`src/rtl/muldiv_seq.sv`:
```
// muldiv_seq: multi-cycle unsigned 32x32 multiply / 32/32 divide sequencer.
// It owns no adder of its own; every iteration is routed through the shared
// ALU adder path (alu_in1/alu_in2/alu_binvert/alu_cin -> alu_out/alu_cout).
//
// Handshake: a command is accepted on a rising edge where the block is in
// IDLE and start is high; busy rises after that edge and stays high through
// the single DONE cycle, during which done pulses for exactly one cycle.
// start is ignored (not queued) while busy. result_lo/result_hi/div0 come
// from dedicated result registers, loaded on the last iteration edge, so
// they keep showing the previous result while a new command runs.
module muldiv_seq (
  input  logic        clk,
  input  logic        rst_n,
  input  logic        start,
  input  logic        op_div,
  input  logic [31:0] operand_a,
  input  logic [31:0] operand_b,
  output logic        busy,
  output logic        done,
  output logic        div0,
  output logic [31:0] result_lo,
  output logic [31:0] result_hi,
  output logic [31:0] alu_in1,
  output logic [31:0] alu_in2,
  output logic [1:0]  alu_op,
  output logic        alu_binvert,
  output logic        alu_cin,
  input  logic [31:0] alu_out,
  input  logic        alu_cout
);

  typedef enum logic [1:0] {
    S_IDLE = 2'd0,
    S_RUN  = 2'd1,
    S_DONE = 2'd2
  } state_t;

  state_t      state;
  state_t      state_nxt;
  logic [4:0]  cnt;
  logic        mode;       // 0 = multiply, 1 = divide
  logic [31:0] mcand;      // multiplicand, or divisor in divide mode
  logic [31:0] hi;         // product high half / partial remainder
  logic [31:0] lo;         // multiplier shift reg / quotient shift reg
  logic        div0_q;
  logic [31:0] res_lo;
  logic [31:0] res_hi;
  logic        res_div0;

  logic [32:0] s;          // divide: partial remainder shifted left by one
  logic        ge;         // divide: shifted remainder >= divisor
  logic [31:0] step_hi;
  logic [31:0] step_lo;
  logic        last_iter;

  assign s         = {hi, lo[31]};
  assign ge        = s[32] | alu_cout;
  assign last_iter = (state == S_RUN) && (cnt == 5'd31);

  // State register
  always_ff @(posedge clk) begin
    if (!rst_n) begin
      state <= S_IDLE;
    end else begin
      state <= state_nxt;
    end
  end

  // Next-state logic
  always_comb begin
    state_nxt = state;
    case (state)
      S_IDLE:  if (start) state_nxt = S_RUN;
      S_RUN:   if (cnt == 5'd31) state_nxt = S_DONE;
      S_DONE:  state_nxt = S_IDLE;
      default: state_nxt = S_IDLE;
    endcase
  end

  // FSM outputs and ALU drive; the ALU sits idle outside RUN
  always_comb begin
    busy        = (state != S_IDLE);
    done        = (state == S_DONE);
    alu_in1     = 32'd0;
    alu_in2     = 32'd0;
    alu_op      = 2'b00;
    alu_binvert = 1'b0;
    alu_cin     = 1'b0;
    if (state == S_RUN) begin
      alu_op = 2'b10;
      if (mode) begin
        // trial subtraction: s[31:0] - divisor as s + ~divisor + 1
        alu_in1     = s[31:0];
        alu_in2     = mcand;
        alu_binvert = 1'b1;
        alu_cin     = 1'b1;
      end else begin
        alu_in1 = hi;
        alu_in2 = lo[0] ? mcand : 32'd0;
      end
    end
  end

  // One iteration's worth of register update, built from the ALU result
  always_comb begin
    step_hi = hi;
    step_lo = lo;
    if (mode) begin
      // restoring divide: keep the difference only when it did not underflow
      step_hi = ge ? alu_out : s[31:0];
      step_lo = {lo[30:0], ge};
    end else begin
      // shift-add multiply: carry-out becomes the new top bit of hi
      step_hi = {alu_cout, alu_out[31:1]};
      step_lo = {alu_out[0], lo[31:1]};
    end
  end

  // Working registers: load on accept, iterate during RUN
  always_ff @(posedge clk) begin
    if (!rst_n) begin
      cnt    <= 5'd0;
      mode   <= 1'b0;
      mcand  <= 32'd0;
      hi     <= 32'd0;
      lo     <= 32'd0;
      div0_q <= 1'b0;
    end else begin
      case (state)
        S_IDLE: begin
          if (start) begin
            cnt    <= 5'd0;
            mode   <= op_div;
            mcand  <= op_div ? operand_b : operand_a;
            hi     <= 32'd0;
            lo     <= op_div ? operand_a : operand_b;
            div0_q <= op_div && (operand_b == 32'd0);
          end
        end
        S_RUN: begin
          hi  <= step_hi;
          lo  <= step_lo;
          cnt <= (cnt == 5'd31) ? 5'd0 : cnt + 5'd1;
        end
        default: ;
      endcase
    end
  end

  // Result registers: captured on the RUN->DONE edge, held until the next one
  always_ff @(posedge clk) begin
    if (!rst_n) begin
      res_lo   <= 32'd0;
      res_hi   <= 32'd0;
      res_div0 <= 1'b0;
    end else if (last_iter) begin
      res_lo   <= step_lo;
      res_hi   <= step_hi;
      res_div0 <= div0_q;
    end
  end

  assign result_lo = res_lo;
  assign result_hi = res_hi;
  assign div0      = res_div0;

endmodule

```
`config.mk`:
```
export PLATFORM = sky130hd
export DESIGN_NAME = muldiv_seq
export DESIGN_NICKNAME = d
export VERILOG_FILES = /design/src/rtl/muldiv_seq.sv
export SDC_FILE = /design/constraint.sdc
export NUM_CORES = 1
export LEC_CHECK = 0
export BUFFER_PORTS_ARGS = -buffer_cell sky130_fd_sc_hd__buf_2
export CAP_MARGIN = 10
export CORE_ASPECT_RATIO = 1.5
export CORE_UTILIZATION = 35
export DETAILED_ROUTE_END_ITERATION = 16
export GPL_TIMING_DRIVEN = 0
export PLACE_DENSITY_LB_ADDON = 0.08
export SLEW_MARGIN = 20
export SYNTH_ARGS = -nofsm -noshare
export SYNTH_HDL_FRONTEND = slang
export SYNTH_SLANG_ARGS = --single-unit
```
`constraint.sdc`:
```
create_clock -name clk -period 4.2 [get_ports clk]
set_input_delay 0.42 -clock clk [delete_from_list [all_inputs] [get_ports clk]]
set_output_delay 0.42 -clock clk [all_outputs]
set_load 0.05 [all_outputs]
```
Word level (Yosys, flattened, before mapping)
Index checks and enable logic that the tools add are counted.
{"block": "totals", "word_cells": 49, "input_bits": 101, "reg_bits": 170, "output_inout_bits": 135}
{"block": "classes", "addsub": 1, "reduce_logical": 9, "bitwise_logic": 1, "n_mux": 23, "eq_ne": 5}
{"cell": "$mux 32", "count": 12}
{"cell": "$pmux 32 s2", "count": 2}
{"cell": "$logic_not 32->1", "count": 1}
{"cell": "$mux 5", "count": 2}
{"cell": "$pmux 5 s2", "count": 1}
{"cell": "$mux 2", "count": 3}
{"cell": "$reduce_and 2->1", "count": 3}
{"cell": "$add 5x1->5 const B", "count": 1}
{"cell": "$eq 5x5->1 const B", "count": 1}
{"cell": "$ne 2x2->1 const B", "count": 2}
{"cell": "$pmux 2 s2", "count": 1}
{"cell": "$reduce_bool 2->1", "count": 2}
{"cell": "$eq 2x1->1 const B", "count": 1}
{"cell": "$eq 2x2->1 const B", "count": 1}
{"cell": "$logic_and 1x1->1", "count": 2}
{"cell": "$logic_not 2->1", "count": 1}
{"cell": "$mux 1", "count": 2}
{"cell": "$or 1x1->1", "count": 1}

Longest topological paths before layout
{"block": "logic_depth", "ltp_word": 4, "depth_mapped": 9, "ltp_nobuf": 7}

Least setup slack after synthesis
Ideal clock, no wire load.
{"block": "synth_timing", "path_type": "register to output", "from": "register state[1]", "to": "output alu_in1[10]", "t_arrival_ns": 1.736, "slack_ns": 2.044, "stages_incl_launch_ff": 7, "required_time_ns": 3.780, "n_path_buf": 4, "cell_sequence": "dfxtp_1 nand2b_1 buf_2 buf_2 buf_2 buf_2 nor2_1"}
{"block": "synth_via", "elab_chain_cells": 2}
{"item": "from (decl)", "line_no": "38", "text": "state_t state;"}
{"item": "from (signal assigned)", "line_no": "65", "text": "state <= state_nxt;"}
{"item": "$eq 2x1->1", "line_no": "89", "text": "if (state == S_RUN) begin"}
{"item": "$mux 32", "line_no": "89"}
{"item": "to (decl)", "line_no": "23", "text": "output logic [31:0] alu_in1,"}
Every way passes these cells.

Final worst setup path
{"block": "layout_timing", "from": "register state[1]", "to": "output alu_in2[3]"}
{"block": "layout_via", "elab_chain_cells": 2}
{"item": "$eq 2x1->1", "line_no": "89"}
{"item": "$mux 32", "line_no": "89"}
{"item": "to (decl)", "line_no": "24", "text": "output logic [31:0] alu_in2,"}
Every way passes these cells.

==> out/qor.csv <==
stage,metric,value,unit
global_route,largest net degree at the start of global routing,17,
clocking,Worst-Skew Late Latency,0.44,ns
place,Post-Place Setup Slack,1.75,ns
global_route,initial antenna violation count,5,
place,Detail Placement HPWL,26000,microns
worst_setup_path,crit path DAT,2.51,ns
timing,Setup-failing EPs final,0,
final_layout,"Cell Count, Final, Fillers Out",1662,
worst_setup_path,Setup crit start kind,flop,
final_layout,nets,1415,
worst_setup_path,Worst Setup SP,state[1]$_SDFFE_PN0P_,
final_layout,share of layout cells above drive strength 1,0.246,
floorplan,Initial Util,0.357,
synthesis,synth warn,0,
detailed_routing,routed vias/inst,5.39,
final_layout,"commonest non-fill, non-tap cell in the layout",buf_2,
global_route,number of global-route vias before repair,9073,
detailed_routing,number of detailed-route iterations in the first pass,7,
final_layout,Area Overhead vs Synth,24.3,%
worst_setup_path,worst r2r src,cnt[0]$_SDFFE_PN0P_,
worst_setup_path,type of the worst setup path,reg2out,
synthesis,Synth Register Bits,170,
flow_run,Max Cap Viol,0,
place,PortBufs,231,
synthesis,Syn Nets,1165,
clocking,CTS Buffer Depth,2,
clocking,cts hold-fix bufs,0,
timing,final hold violation count,0,
detailed_routing,DRC Markers,0,
timing,Worst Tran Pin Value,0.701,ns
final_layout,"commonest non-fill, non-tap cells in the layout","buf_2, dfxtp_1, nor2_1",
timing,WHS,0.350,ns
synthesis,Post-Syn Area,9190,sq um
clocking,clock transition at the registers of the reported paths,0.07,ns
detailed_routing,DRT antenna net count,0,
pwr,Leak,5.56,nW
global_route,remaining global-route overflow,0,
worst_setup_path,required time worst endpoint,3.78,ns
detailed_routing,drt initial violations,445,
timing,RSZ-0062 raised after global routing,no,
timing,final max-slew violation count,0,
floorplan,Core ar.,25800,sq um
synthesis,"FFs w/ async S/R, synth",0,
synthesis,Post-synth top flop,dfxtp_1,
timing,Worst Skew,0.0113,ns
place,Post-Place Cells,1626,
clocking,# resized after CTS,0,
worst_setup_path,"critical path, cell by cell",nand2b_1 -> buf_2 -> buf_2 -> nor2_1 -> clkbuf_1 -> and2_1 -> buf_2,
timing,Final Cycle Share,0.698,
synthesis,Synth cell types,43,
floorplan,Die ar.,26900,sq um
clocking,Post-CTS Setup Bufs,0,
clocking,CTS tree,built,
detailed_routing,average wire per standard cell,20.4,microns
worst_hold_path,worst hold path class,in2reg,
place,GPL Wtd Cong,0.841,
pwr,PwrDens,370,nW/um^2
synthesis,Post-synth EDFFs,0,
synthesis,synthesized netlist cell count,1062,
worst_setup_path,crit end category,primary output,
timing,Tmin final,2.93,ns
worst_setup_path,Slowest cell on crit path,clkbuf_1,
clocking,Num CTS Buffers,17,
clocking,H-tree Lvls,4,
pwr,Worst IR Drop VDD,0.294,mV
detailed_routing,vias after detailed routing,8963,
detailed_routing,routed wire length,33900,microns
timing,slew margin rel.,0.532,
synthesis,"Seq/Total Area, Yosys",0.370,
timing,Setup TNS,0,ns
status,status,completed,
worst_hold_path,min-delay src,operand_a[15],
timing,final worst slack,1.27,ns
global_route,Total GRT Usage,0.252,
worst_setup_path,CP Max Fanout,10,
clocking,Root Buffer,clkbuf_16,
floorplan,Die Y,200,microns
floorplan,IO Pins,236,
floorplan,std cell rows,72,
timing,fmax,341,MHz
floorplan,DIE WIDTH,134,microns
clocking,Clock Sinks,170,
synthesis,average cell area after synthesis,8.65,sq um
global_route,first-pass GRT wire length,51400,microns
worst_setup_path,Most common cell on crit path,buf_2,
worst_setup_path,"slowest stage delay, CP",0.39,ns
==> cells in the mapped netlist, drive strengths merged, types with 17 or more instances <==
| master | instances | area (sq um) |
|---|---|---|
| o211a | 77 | 771 |
| o21ai | 34 | 170 |
| nand2 | 73 | 277 |
| o22ai | 17 | 106 |
| clkbuf | 49 | 184 |
| buf | 61 | 353 |
| and2 | 37 | 231 |
| nor2 | 131 | 494 |
| a22oi | 45 | 338 |
| o311ai | 31 | 272 |
| inv | 33 | 124 |
| a21oi | 20 | 100 |
| nor2b | 81 | 507 |
| a32oi | 31 | 272 |
| mux2i | 127 | 1270 |
| dfxtp | 170 | 3400 |
==> final timing paths <==
check | to | slack, ns | cells past startpoint
worst max-delay path | alu_in2[3] | 1.27 | 7
worst min-delay path | mcand[15]$_SDFFE_PN0P_ | 0.35 | 4
worst max register to register | result_hi[21]$_SDFFE_PN0P_ | 1.83 | 9
worst min register to register | cnt[3]$_SDFFE_PN0P_ | 0.46 | 1
==> cell families (layout without fill, tap and decap cells) <==
logic type,Yosys count,in the layout,share of synthesized area
simple gates,350,350,0.183
compound gates,269,269,0.233
flops,170,170,0.370
buf+inv,143,406,0.0719
mux,127,127,0.138
fa+ha+maj,2,2,0.00272
other cells,1,5,0.000408
==> layout make-up <==
class | instances | area [sq um]
fill | 2773 | 14300
multi-input combinational | 749 | 5130
sequential | 170 | 3400
timing repair buffer | 231 | 1160
buffer | 110 | 537
clock buffer | 18 | 439
tap | 333 | 417
clock inverter | 14 | 208
inverter | 33 | 124
antenna | 4 | 10.0
==> stage by stage <==
stage                     cell area (sq um)  power [mW]   util
after floorplan                        9190        2.24      -
after global placement                10800        2.49  0.418
after detailed placement              10800        2.49  0.418
after CTS                             11400        4.25  0.443
after global routing                  11400        4.39  0.443
final                                 11400        4.22  0.443
==> worst max-delay path: cells and delay by family (launching register included) <==
| kind | cells | cell delay, ns |
|---|---|---|
| buf+inv | 4 | 1.05 |
| simple gates | 3 | 0.69 |
| flops | 1 | 0.33 |
==> state kept, by name, summed over array words and instances, names as in the netlist <==
name	flops
state	2
lo	32
result_hi	32
div0	1
mode	1
div0_q	1
cnt	5
mcand	32
result_lo	32
hi	32
==> per-layer routing <==
layer | share of wire | wire, microns | global-route usage
met5 | 0 | 0 | 0
met4 | 0.044 | 1500 | 0.143
met1 | 0.37 | 12600 | 0.262
met3 | 0.046 | 1570 | 0.0384
met2 | 0.54 | 18200 | 0.471
==> report_power, final <==
| group | switching [mW] | leakage (nW) | total [mW] | internal (mW) |
|---|---|---|---|---|
| logic | 0.454 | 3.86 | 0.712 | 0.258 |
| clock network | 0.736 | 0.317 | 1.76 | 1.03 |
| registers | 0.0600 | 1.39 | 1.75 | 1.69 |
| total | 1.25 | 5.56 | 4.22 | 2.97 |
Note: power is estimated with default switching activity, not from simulation.
